**config.mk**
```make
export PLATFORM = sky130hd
export DESIGN_NAME = alu_op_sequencer
export DESIGN_NICKNAME = d
export VERILOG_FILES = /design/src/rtl/alu_op_sequencer.sv
export SDC_FILE = /design/constraint.sdc
export NUM_CORES = 1
export LEC_CHECK = 0
export ABC_AREA = 1
export CAP_MARGIN = 25
export CORE_AREA = 2 2 157 159
export CTS_CLUSTER_DIAMETER = 150
export CTS_CLUSTER_SIZE = 25
export DETAILED_ROUTE_END_ITERATION = 16
export DIE_AREA = 0 0 159 161
export PLACE_DENSITY = 0.78
export SETUP_SLACK_MARGIN = 0.4
export SLEW_MARGIN = 20
export SYNTH_ARGS = -nofsm -noshare
export SYNTH_HDL_FRONTEND = slang
export SYNTH_SLANG_ARGS = --single-unit
```
**constraint.sdc**
```tcl
create_clock -name clk -period 1.2 [get_ports clk]
set_input_delay 0.12 -clock clk [delete_from_list [all_inputs] [get_ports clk]]
set_output_delay 0.12 -clock clk [all_outputs]
set_load 0.05 [all_outputs]
```
**src/rtl/alu_op_sequencer.sv**
```systemverilog
// Drives the 64-bit combinational ALU one op at a time, captures result/flags, owns the NZCV register.
// Latency: accept edge + 1 EXEC cycle -> rsp_valid (2 EXEC cycles when ALU_SEQ_SETTLE2_EN is defined).
// Backpressure: req_ready only in IDLE; RESP holds all response outputs until rsp_ready.
// Build option: define ALU_SEQ_SETTLE2_EN to give the ripple ALU a second settle cycle (EXEC1/EXEC2).
module alu_op_sequencer (
  input  logic        clk,
  input  logic        reset,
  input  logic        req_valid,
  output logic        req_ready,
  input  logic [63:0] req_a,
  input  logic [63:0] req_b,
  input  logic [2:0]  req_op,
  input  logic        req_setflags,
  output logic [63:0] alu_a,
  output logic [63:0] alu_b,
  output logic [2:0]  alu_cntrl,
  input  logic [63:0] alu_result,
  input  logic        alu_negative,
  input  logic        alu_zero,
  input  logic        alu_overflow,
  input  logic        alu_carry_out,
  output logic        rsp_valid,
  input  logic        rsp_ready,
  output logic [63:0] rsp_result,
  output logic        rsp_err,
  output logic        flag_n,
  output logic        flag_z,
  output logic        flag_c,
  output logic        flag_v
);

  localparam logic [2:0] OP_AND = 3'b000;
  localparam logic [2:0] OP_ADD = 3'b010;
  localparam logic [2:0] OP_SUB = 3'b011;

`ifdef ALU_SEQ_SETTLE2_EN
  typedef enum logic [1:0] {IDLE = 2'd0, EXEC1 = 2'd1, EXEC2 = 2'd2, RESP = 2'd3} state_t;
`else
  typedef enum logic [1:0] {IDLE = 2'd0, EXEC = 2'd1, RESP = 2'd3} state_t;
`endif

  state_t      state;
  state_t      state_nxt;
  logic [63:0] hold_a;
  logic [63:0] hold_b;
  logic [2:0]  hold_op;
  logic        hold_setflags;
  logic [3:0]  nzcv_q;
  logic [3:0]  nzcv_upd;
  logic        last_exec;
  logic        op_legal;

  // Codes 110 and 111 are the only illegal ones.
  assign op_legal  = !(hold_op[2] && hold_op[1]);

`ifdef ALU_SEQ_SETTLE2_EN
  assign last_exec = (state == EXEC2);
`else
  assign last_exec = (state == EXEC);
`endif

  assign req_ready = (state == IDLE);
  assign rsp_valid = (state == RESP);

  // Holding registers feed the ALU directly so its inputs stay stable through EXEC.
  assign alu_a     = hold_a;
  assign alu_b     = hold_b;
  assign alu_cntrl = hold_op;

  assign {flag_n, flag_z, flag_c, flag_v} = nzcv_q;

  // State register.
  always_ff @(posedge clk) begin
    if (reset) state <= IDLE;
    else       state <= state_nxt;
  end

  // Next-state logic.
  always_comb begin
    state_nxt = state;
    case (state)
      IDLE: begin
`ifdef ALU_SEQ_SETTLE2_EN
        if (req_valid) state_nxt = EXEC1;
`else
        if (req_valid) state_nxt = EXEC;
`endif
      end
`ifdef ALU_SEQ_SETTLE2_EN
      EXEC1:   state_nxt = EXEC2;
      EXEC2:   state_nxt = RESP;
`else
      EXEC:    state_nxt = RESP;
`endif
      RESP:    if (rsp_ready) state_nxt = IDLE;
      default: state_nxt = IDLE;
    endcase
  end

  // Candidate NZCV value: only ADD/SUB/AND with setflags touch it; everything else keeps it.
  always_comb begin
    nzcv_upd = nzcv_q;
    if (hold_setflags) begin
      case (hold_op)
        OP_ADD, OP_SUB: nzcv_upd = {alu_negative, alu_zero, alu_carry_out, alu_overflow};
        OP_AND:         nzcv_upd = {alu_negative, alu_zero, 2'b00};
        default:        nzcv_upd = nzcv_q;
      endcase
    end
  end

  // Latch request on accept; capture response and flags on the final EXEC edge.
  always_ff @(posedge clk) begin
    if (reset) begin
      hold_a        <= '0;
      hold_b        <= '0;
      hold_op       <= '0;
      hold_setflags <= 1'b0;
      rsp_result    <= '0;
      rsp_err       <= 1'b0;
      nzcv_q        <= '0;
    end else begin
      if (state == IDLE && req_valid) begin
        hold_a        <= req_a;
        hold_b        <= req_b;
        hold_op       <= req_op;
        hold_setflags <= req_setflags;
      end
      if (last_exec) begin
        rsp_result <= op_legal ? alu_result : 64'd0;
        rsp_err    <= !op_legal;
        if (op_legal) nzcv_q <= nzcv_upd;
      end
    end
  end

endmodule

```
==> out/metrics.cfg <==
[outcome]
status=finished with violations
violations=negative setup slack

[grt]
grt_usage_pct=21.0
grt_max_degree=55
grt_pass1_wl_um=42900
grt_pass1_vias=7765
antenna_found_initial=2
overflow=0

[timing]
final_critical_path_setup_slack_ps=-212
fin_tns_setup_ps=-28110
hold_violations=0
worst_slew_pin_slew_ps=758
fmax_mhz=708
setup_viol=218
maxSlewViolCount=0
rsz0062_at_grt=true
clock_skew_ps=37.0
slew_headroom_pct=49.5
period_needed_ps=1410
timing.final.crit_share_pct=118

[clock_tree]
cts_root_buf=clkbuf_16
cts.sinks=203
ctsHoldBuffers=0
cts_buffer_depth=3
cts_buffers=12
worstSkewPairLatency_ps=480
clk_pin_slew_ps=100
cts_tree=done
cts_max_level=1

[placed_design]
hpwl_um=19700
routabilityCongestion=0.841
io_buffers=405
place_worst_setup_slack_ps=-306

[synthesis]
synth_fa_ha_area_share_pct=0
synth_top_family_by_area=simple AND/OR/NAND/NOR gates
muxShareOfSynthArea_pct=0
synth_compound_area_share_pct=14.5
yosysMostFrequentCell=nor2_1
yosysWarnings=0
synth_xor_area_share_pct=0
synth_flop_cell=dfxtp_1
yosys_register_bits=203
synth-edff-count=0
netlist.area_leader.share_pct=57.3
ys_async_sr_fraction_pct=0
syn_area_mm2=0.00709
yosysTopAreaCell=dfxtp_1
ys_top_cells_by_count=271 x nor2_1, 203 x dfxtp_1, 140 x nand2_1
syn_inst=900
yosysUniqueCellTypes=18
synth-simple-area-share_pct=22.2
synth.net_count=1104
yosys-top-cells-area=dfxtp_1 57%, nor2_1 14%, o21ai_0 8.9%
avgSynthCellArea_um2=7.88
seq_area_frac_synth_pct=57.3

[drt]
wire_per_inst_um=19.0
route.detailed.drc=0
vias=7957
viasPerCell=4.81
routed_wl_um=31400
dr.pass1.iters=7
ant_nets=0
drt-initial-drc-count=376

[setup_path]
worst_ep_required_time_ps=1600
crit_path_max_incr_delay_ps=390
slowest_stage=dfxtp_4
rr_worst_depth=8
path_buf_inv=4
critical_path_depth=8
crit_end=rsp_result[9]
timing.rr.end=rsp_result[9]
critPathKind=reg -> reg
crit_path_cell_trace=buf_4 -> nand2_4 -> nor2_4 -> buf_12 -> buf_6 -> clkbuf_16 -> nand2_1 -> a21oi_1
endpoint_kind=flip-flop
path_delay_family=buffers and inverters
cp_data_arrival_time_ps=1810
start_kind=flip-flop
regToRegSetupSlack_ps=-210
r2r-start=state[0]
cp_max_fo=8
startpoint=state[0]

[die]
io_pins=406
core_mm2=0.0240
die_area_mm2=0.0256
start_util_pct=29.6
die_w_um=159
die_h_um=161
rows=57

[finish]
drive_gt1_share_pct=32.9
finalNetCount=1533
syn_to_final_growth_pct=119

[hold_path]
hold_path_class=in -> reg

[pwr]
p_per_area_mw_per_mm2=1290
leakage_nw=6.11
vdd_drop_max_mv=1.27

[job]
maxCapViolCount=0

==> power by group <==
part,switching (W),total (W),leakage [nW],internal [W]
Combinational,0.00386,0.00776,4.26,0.00391
Clock,0.00238,0.00439,0.173,0.00201
Sequential,0.000666,0.00798,1.68,0.00731
==> metrics by stage <==
stage / hold WS, ps / total power, W / area, um^2 / util, % / cells
2_1_floorplan: 255 / 0.0110 / 7200 / - / 900
3_3_place_gp: 444 / 0.0145 / 13600 / 56.6 / 1591
3_5_place_dp: 455 / 0.0146 / 13600 / 56.6 / 1591
4_1_cts: 39.6 / 0.0195 / 14500 / 60.5 / 1627
5_1_grt: 89.7 / 0.0208 / 15600 / 64.9 / 1655
6_report: 94.0 / 0.0201 / 15600 / 64.9 / 1655
==> tightest hold or removal path: cells and delay by family <==
kind / cells / cell delay [ps]
buffers and inverters: 2 / 370
AO/OA/AOI/OAI: 1 / 40
==> cells in the final DEF, fill, tap and decap left out, types with 2 or more instances in the layout <==
cell	instances
nand2_8	2
inv_2	2
clkdlybuf4s50_1	202
dfxtp_2	3
a21oi_1	31
dfxtp_1	194
nand2_4	2
o21ai_1	52
nand2_1	125
nor2_2	23
o21ai_2	33
nand2_2	13
buf_4	11
inv_1	8
o21ai_0	45
o21ai_4	4
clkbuf_16	29
a21oi_2	38
buf_12	221
dfxtp_4	6
buf_16	12
nor2_4	17
buf_6	10
buf_8	4
a21boi_0	2
nor2_1	232
==> sequential cells by signal (all words and copies together) (netlist names) <==
name and flops:
nzcv_q 4, hold_setflags 1, state 2, rsp_result 64
alu_cntrl 3, rsp_err 1, alu_a 64, alu_b 64
==> cell type report <==
type,instances,area (um^2)
repair buffers,477,7440
clock buffers,14,329
clock inverters,1,30.0
flip-flops and latches,203,4090
multi-input cells,621,3180
inverters,13,67.6
well taps,324,405
diodes,1,2.50
fillers,1682,8400
repair inverters,1,20.0
==> worst min-delay path by stage <==
stage | slack [ps] | to | startpoint | cells past startpoint
CTS | 40 | state[0] | reset | 3
global route | 90 | rsp_result[55] | reset | 3
floorplan | 250 | nzcv_q[2] | alu_zero | 2
global placement | 440 | hold_setflags | hold_setflags | 2
finish | 90 | rsp_result[55] | reset | 3
detailed placement | 450 | hold_setflags | hold_setflags | 2
==> repair_timing <==
| action | in CTS | in global routing |
|---|---|---|
| setup buffers | 10 | 9 |
| gates cloned | 11 | 18 |
| setup endpoints to repair | 405 | 405 |
| resized for setup | 70 | 170 |
| pin swaps | 3 | 50 |
==> cell families after synthesis <==
family          Yosys count
buf+inv                  77
simple gates            415
compound gates          205
flops                   203
==> routing by layer <==
metal / track usage [%] / share of wire, % / vias to the layer above
met5: 0 / 0 / -
met4: 6.32 / 3.2 / 0
met3: 8.09 / 9.2 / 61
met2: 39.4 / 53 / 357
met1: 21.7 / 35 / 3811
li1: - / - / 3728
Note: power is estimated with default switching activity, not from simulation.
